===== config.mk =====
export PLATFORM = sky130hd
export DESIGN_NAME = uart_tx_buffered
export DESIGN_NICKNAME = d
export VERILOG_FILES = /design/src/rtl/uart_pkg.sv /design/src/rtl/sync_fifo.sv /design/src/rtl/uart_tx_buffered.sv
export SDC_FILE = /design/constraint.sdc
export NUM_CORES = 1
export LEC_CHECK = 0
export ABC_CLOCK_PERIOD_IN_PS = 5270
export CAP_MARGIN = 20
export CORE_MARGIN = 2
export CORE_UTILIZATION = 58
export DETAILED_ROUTE_END_ITERATION = 8
export PLACE_DENSITY = 0.73
export SLEW_MARGIN = 10
export SYNTH_ARGS = -nofsm -noshare
export SYNTH_HDL_FRONTEND = slang
export SYNTH_SLANG_ARGS = --single-unit

===== constraint.sdc =====
create_clock -name clk -period 5.27 [get_ports clk]
set_input_delay 1.054 -clock clk [delete_from_list [all_inputs] [get_ports clk]]
set_output_delay 1.054 -clock clk [all_outputs]
set_load 0.01 [all_outputs]

===== src/rtl/uart_pkg.sv =====
// uart_pkg: shared UART frame constants, transmitter state encoding and baud helper
package uart_pkg;
  localparam int UART_FRAME_BITS = 10;
  localparam int UART_DATA_BITS = 8;
  typedef enum logic [1:0] {IDLE, START, DATA, STOP} tx_state_t;
  function automatic int clks_per_bit(input int clk_freq, input int baud);
    return clk_freq / baud;
  endfunction
endpackage


===== src/rtl/sync_fifo.sv =====
// sync_fifo: single-clock first-word-fall-through FIFO with level/full/empty
module sync_fifo #(
  parameter int W = 8,
  parameter int DEPTH = 16
) (
  input  logic                     clk,
  input  logic                     rst,
  input  logic                     wr_en,
  input  logic [W-1:0]             wr_data,
  input  logic                     rd_en,
  output logic [W-1:0]             rd_data,
  output logic                     full,
  output logic                     empty,
  output logic [$clog2(DEPTH):0]   level
);
  localparam int AW = $clog2(DEPTH);
  logic [W-1:0] mem [DEPTH];
  logic [AW-1:0] wp, rp;
  logic we, re;
  assign full = level == (AW+1)'(DEPTH);
  assign empty = level == '0;
  assign we = wr_en && !full;
  assign re = rd_en && !empty;
  assign rd_data = mem[rp];
  // storage is written only on an accepted push; no reset needed for data
  always_ff @(posedge clk)
    if (we) mem[wp] <= wr_data;
  // pointers wrap naturally at DEPTH; level tracks push minus pop
  always_ff @(posedge clk)
    if (rst) begin
      wp <= '0;
      rp <= '0;
      level <= '0;
    end else begin
      wp <= wp + AW'(we);
      rp <= rp + AW'(re);
      level <= level + (AW+1)'(we) - (AW+1)'(re);
    end
endmodule


===== src/rtl/uart_tx_buffered.sv =====
// uart_tx_buffered: 8N1 UART transmitter draining a FWFT byte FIFO back-to-back
module uart_tx_buffered
  import uart_pkg::*;
#(
  parameter int CLK_FREQ = 50000000,
  parameter int BAUD = 115200,
  parameter int FIFO_DEPTH = 16
) (
  input  logic                          clk,
  input  logic                          rst,
  input  logic [7:0]                    s_data,
  input  logic                          s_valid,
  output logic                          s_ready,
  output logic                          tx,
  output logic                          busy,
  output logic                          tx_done,
  output logic [$clog2(FIFO_DEPTH):0]   fifo_level
);
  localparam int CPB = clks_per_bit(CLK_FREQ, BAUD);
  localparam int CW = CPB > 1 ? $clog2(CPB) : 1;
  localparam int IW = $clog2(UART_DATA_BITS);
  tx_state_t state, state_n;
  logic [CW-1:0] cnt, cnt_n;
  logic [IW-1:0] idx, idx_n;
  logic [UART_DATA_BITS-1:0] sh, sh_n, rd_data;
  logic tx_n, done_n, pop, full, empty, term;
  assign s_ready = !rst && !full;
  assign busy = state != IDLE || fifo_level != '0;
  assign term = cnt == CW'(CPB - 1);
  sync_fifo #(.W(UART_DATA_BITS), .DEPTH(FIFO_DEPTH)) u_fifo (
    .clk(clk),
    .rst(rst),
    .wr_en(s_valid && s_ready),
    .wr_data(s_data),
    .rd_en(pop),
    .rd_data(rd_data),
    .full(full),
    .empty(empty),
    .level(fifo_level)
  );
  // next-state: bit timing, shifting, and popping the next byte at frame end
  always_comb begin
    state_n = state;
    cnt_n = term ? '0 : cnt + CW'(1);
    idx_n = idx;
    sh_n = sh;
    tx_n = tx;
    done_n = 1'b0;
    pop = 1'b0;
    case (state)
      IDLE: begin
        cnt_n = '0;
        tx_n = 1'b1;
        if (!empty) begin
          pop = 1'b1;
          sh_n = rd_data;
          tx_n = 1'b0;
          state_n = START;
        end
      end
      START:
        if (term) begin
          tx_n = sh[0];
          idx_n = '0;
          state_n = DATA;
        end
      DATA:
        if (term) begin
          if (idx == IW'(UART_DATA_BITS - 1)) begin
            tx_n = 1'b1;
            state_n = STOP;
          end else begin
            sh_n = sh >> 1;
            tx_n = sh[1];
            idx_n = idx + IW'(1);
          end
        end
      STOP:
        if (term) begin
          done_n = 1'b1;
          if (!empty) begin
            pop = 1'b1;
            sh_n = rd_data;
            tx_n = 1'b0;
            state_n = START;
          end else begin
            state_n = IDLE;
          end
        end
    endcase
  end
  // state register; reset truncates any frame and parks the line high
  always_ff @(posedge clk)
    if (rst) begin
      state <= IDLE;
      cnt <= '0;
      idx <= '0;
      sh <= '0;
      tx <= 1'b1;
      tx_done <= 1'b0;
    end else begin
      state <= state_n;
      cnt <= cnt_n;
      idx <= idx_n;
      sh <= sh_n;
      tx <= tx_n;
      tx_done <= done_n;
    end
endmodule


* Word-level counts from Yosys, hierarchy flattened
Memory sizes are Yosys's and may differ from the RTL's. A register that Yosys moved wholly into a read port is not among the register bits.
Cells that the tools add are included.
** Storage, ports and cells
- Memories :: 1
- Word-level logic and storage cells :: 80
- Memory bits (writable) :: 128
- Register bits :: 37
** Memories
- u_fifo.mem :: depth 16, width 8, read ports 1, clocked after memory_dff 1, write ports 1, RTL line sync_fifo.sv:17 : logic [W-1:0] mem [DEPTH];
** Cells by class
- Add/sub/neg operators :: 6
- Bitwise gates (word level) :: 1
- Reductions and logical operators :: 20
- Mux-type cells :: 30
- Equality and inequality tests :: 13
** Operator list (number)
- 8-bit two-way mux :: 4
- 8-bit one-hot mux with 3 select lines :: 1
- 2-bit != test, second input constant :: 7
- 1-bit two-way mux :: 12
- 4-bit AND reduction :: 3
- 2-bit two-way mux :: 5
- 9-bit by 1-bit adder with 9-bit output, second input constant :: 1
- 9-bit == test, second input constant :: 1
- 3-bit two-way mux :: 3
- 4-bit by 1-bit adder with 4-bit output :: 2
- 2-bit one-hot mux with 4 select lines :: 1
- 3-bit one-hot mux with 2 select lines :: 1
- 5-bit by 1-bit adder with 5-bit output :: 1
- 5-bit == test, second input constant :: 1
- 5-bit logical NOT :: 1
- 5-bit AND reduction :: 1
- 5-bit nonzero test :: 1
- 5-bit by 1-bit subtractor with 5-bit output :: 1
- 2-bit == test, second input constant :: 2
- 1-bit logical AND :: 4
- 4-bit two-way mux :: 1
- 1-bit one-hot mux with 4 select lines :: 1
- 2-bit nonzero test :: 2
- 3-bit by 1-bit adder with 3-bit output, second input constant :: 1
- other kinds (10) :: 12

* Logic depth before layout (Yosys ltp)
- Depth in word-level cells :: 7
- Depth in mapped cells :: 15
- Mapped depth without buffers :: 15

* Modules after synthesis
From an unflattened synthesis, not the netlist that was laid out.
** Second synthesis, totals
- Cell total of the unflattened synthesis :: 426
- Area total of the unflattened synthesis :: 7061.8 um^2
** Modules (own cells, without submodules)
- sync_fifo :: area an instance 5655.4 um^2, times used 1, sequential area each 4103.9 um^2, cells each 289
- uart_tx_buffered :: area an instance 1406.3 um^2, times used 1, sequential area each 480.5 um^2, cells each 137

* Worst setup path after synthesis
No wires, ideal clock.
- Path kind :: input to register
- From :: input port rst
- To :: memory u_fifo.mem[0][0] (enable)
- Buffers on the path :: 0
- Data arrival time :: 2.470 ns
- Setup time :: 0.383 ns
- Stages :: 3
- Setup slack :: 2.416 ns
- Cell sequence :: nor3b_2 > or3b_2 > nor3_1
** Between the ends
- Word-level cells in the longest chain between the ends :: 6
** Ends and longest elaborated chain
- start, declared :: RTL line uart_tx_buffered.sv:10 : input logic rst,
- 1-bit logical NOT :: RTL line uart_tx_buffered.sv:27 : assign s_ready = !rst && !full;
- 1-bit logical AND :: RTL line uart_tx_buffered.sv:27
- 1-bit logical AND :: RTL line uart_tx_buffered.sv:33 : .wr_en(s_valid && s_ready),
- 1-bit logical AND :: RTL line sync_fifo.sv:22 : assign we = wr_en && !full;
- 1-bit two-way mux :: RTL line sync_fifo.sv:27 : if (we) mem[wp] <= wr_data;
- 1-bit two-way mux (implied by the code) :: RTL line sync_fifo.sv:27
- end, declared :: RTL line sync_fifo.sv:17
No other way between the ends.

* Final worst setup path
- From :: input port rst
- To :: output port s_ready
** Between the ends
- Word-level cells in the longest chain between the ends :: 2
** Ends and longest elaborated chain
- 1-bit logical NOT :: RTL line uart_tx_buffered.sv:27
- 1-bit logical AND :: RTL line uart_tx_buffered.sv:27
- end, declared :: RTL line uart_tx_buffered.sv:13 : output logic s_ready,
No other way between the ends.

==> results.md <==
- Worst path cell trace: clkdlybuf4s50_1, buf_4, nor2_1, clkdlybuf4s50_1
- Post-synthesis simple-gate area fraction: 7.64%
- Setup_tns: 0 ns
- Max VDD drop: 0.394 mV
- # Max-Cap Violations: 0
- Layout filler cell count: 777
- WP data arrival: 2.39 ns
- Least-Margin Pin Slew: 0.873 ns
- Grt ovf: 0
- Status: finished, final reports clean
- Mux cell area share after synthesis: 12.5%
- Die Ht: 113 µm
- Clock Skews: 0.00765 ns
- Fin crit period: 3.44 ns
- Clock root buffer master: clkbuf_16
- Post-synth top area share: 56.0%
- Gate Count Post-Synth: 429
- #FFs+latches synth: 165
- WL/cell: 20.8 µm
- Synth Area in Adders: 3.76%
- Final setup violation count: 0
- Drt first pass iters: 5
- Final hold violations: 0
- Die Span X: 113 µm
- GP Congestion: 0.778
- Hold buffers post-CTS: 0
- Full die area: 12700 µm²
- GRT Total Usage: 21.3%
- Final hold slack: 0.458 ns
- Leading area contributor after synthesis: edfxtp_1
- Clock buffer depth: 2
- Final net count: 485
- Crit-path most repeated cell: clkdlybuf4s50_1
- Fmax: 290 MHz
- Syn_area_per_cell: 16.0 µm²
- Register area share after synthesis: 66.8%
- H-tree depth: 4
- Worst-Skew Late Latency: 0.42 ns
- Setup Fix Bufs, Post-CTS: 0
- Number of synthesized flops with an enable pin: 128
- Area grow syn2layout: 12.4%
- Post-Route WL: 12700 µm
- WS Path Type: primary input to primary output
- CTS tree: built
- Clock slew at the register clock pins of the worst setup and hold paths: 0.06 ns
- Cell area after synthesis: 6860 µm²
- Post-synth cell types: 48
- Antenna diode count: 0
- CTS Buf Count: 17
- Via Count: 3731
- Largest family of logic cells by synthesized area: multiplexers
- DRC Markers: 0
- Detailed placement HPWL: 8210 µm
- Largest net degree at the start of global routing: 38
- Crit-path max cell delay: 0.48 ns
- Critical path's slowest cell: clkdlybuf4s50_1
- Lkg Pwr: 2.56 nW
- Hold Crit Class: register to register
- Initial Util: 59.8%
- Post-DRT Antenna Nets: 0
- Commonest register cell after synthesis: edfxtp_1
- Pwr/cell area: 462 nW/µm²
- First DRT Iteration DRCs: 329
- Required time worst endpoint: 4.22 ns
- Worst setup SP type: primary input
- First-pass GRT wire length: 20100 µm
- CTS sink count: 165
- IO Port Bufs: 19
- Final Core Density: 67.2%
- Final worst-path cycle share: 65.3%
- Max-slew violation count: 0
- Slew HR: 41.8%
- Synth Area in XOR/XNOR: 1.92%
- Post-CTS sizing: 0
- Fraction of layout cells with a size suffix above 1: 12.2%
- Post-synthesis compound-gate area fraction: 5.00%
- Syn Nets: 460
- Worst-path fanout max: 31
- Ys async rst share: 0%
- Vias in the first global route: 3660
- Synth area leaders: edfxtp_1 (56%), dfxtp_1 (11%), mux4_1 (5.4%), mux4_2 (5.3%), ha_1 (3.5%)
- Antenna violations before repair: 0
- DR vias/cell: 6.13
- RSZ-0062 raised after global routing: no
- Critical Path Sink Type: primary output
- Row count: 39
- Synth warnings: 0
- Core ar.: 11500 µm²
- I/O pin cnt: 20
==> registers in the layout, indices dropped and copies added (netlist names) <==
signal and cells:
u_fifo.level 5, cnt 9, u_fifo.wp 4, idx 3, u_fifo.rp 4, state 2, sh 8, tx_done 1
u_fifo.mem 128, tx 1
==> layout by cell type, fill, tap and decap left out, types with 5 or more instances in the layout <==
cell,count
nand3_1,7
inv_1,12
a21oi_1,14
ha_1,19
clkbuf_16,17
mux4_1,14
clkdlybuf4s50_1,19
a211oi_1,10
a22oi_1,14
xor2_1,5
xnor2_1,10
buf_4,6
nor3_1,11
mux2i_1,13
edfxtp_1,128
nand2_1,11
dfxtp_1,36
nor2b_1,10
mux4_2,16
nor2_1,49
==> area by class of cell <==
type	count	area (µm²)	area share, %
Clock buffer	20	437	5.67
Timing Repair Buffer	26	240	3.12
Sequential cell	165	4590	59.5
Inverter	12	45.0	0.585
Multi-Input combinational cell	232	2110	27.4
Clock inverter	11	104	1.35
Tap cell	143	179	2.32
==> synth_stat cells, types with 11 or more instances <==
cell type / count
dfxtp_1: 37
mux4_2: 16
edfxtp_1: 128
ha_1: 19
a21oi_1: 14
clkbuf_1: 13
nand2_1: 11
inv_1: 12
mux2i_1: 13
a22oi_1: 14
mux4_1: 14
nor3_1: 11
nor2_1: 49
==> routing by layer <==
layer,up-vias,GRT usage (%),share of wire [%]
met5,-,0,0
met4,0,8.94,2.3
met3,22,5.46,5.8
met2,152,31.9,48
met1,1850,30.5,44
li1,1707,-,-
==> stage by stage <==
| step | cell area, µm² | cells | total power, W | setup slack (ns) |
|---|---|---|---|---|
| after floorplan | 6860 | 429 | 0.00223 | 2.42 |
| after global placement | 7160 | 577 | 0.00242 | 1.68 |
| after detailed placement | 7160 | 577 | 0.00245 | 1.59 |
| after CTS | 7700 | 608 | 0.00358 | 1.82 |
| after global routing | 7700 | 609 | 0.00375 | 1.77 |
| final | 7700 | 609 | 0.00356 | 1.83 |
==> worst paths after layout <==
path / from / to / slack [ns] / depth (start not counted)
worst max-delay path: rst / s_ready / 1.83 / 4
worst min-delay path: sh[0] / sh[0] / 0.46 / 2
worst max register to register: cnt[0] / u_fifo.level[4] / 2.16 / 14
worst min register to register: sh[0] / sh[0] / 0.46 / 2
==> logic make-up (layout without fill, tap and decap cells) <==
group | count (synthesis) | after routing
flip-flops | 165 | 165
AND/OR/NAND/NOR | 105 | 105
AO/OA/AOI/OAI | 49 | 49
multiplexers | 43 | 43
buffers and inverters | 32 | 69
adder cells (fa/ha/maj) | 20 | 20
XOR/XNOR | 15 | 15
==> power by group <==
| part | internal (W) | switching (W) | leakage (nW) |
|---|---|---|---|
| clock network | 0.000649 | 0.000483 | 0.263 |
| logic | 0.000420 | 0.000485 | 0.837 |
| registers | 0.00148 | 0.0000495 | 1.46 |
| total | 0.00254 | 0.00102 | 2.56 |
==> worst max-delay path, delay by kind of cell <==
| family | cells | cell delay [ns] |
|---|---|---|
| buffers and inverters | 3 | 1.24 |
| AND/OR/NAND/NOR | 1 | 0.08 |
Power figures use the tool's default switching activity.
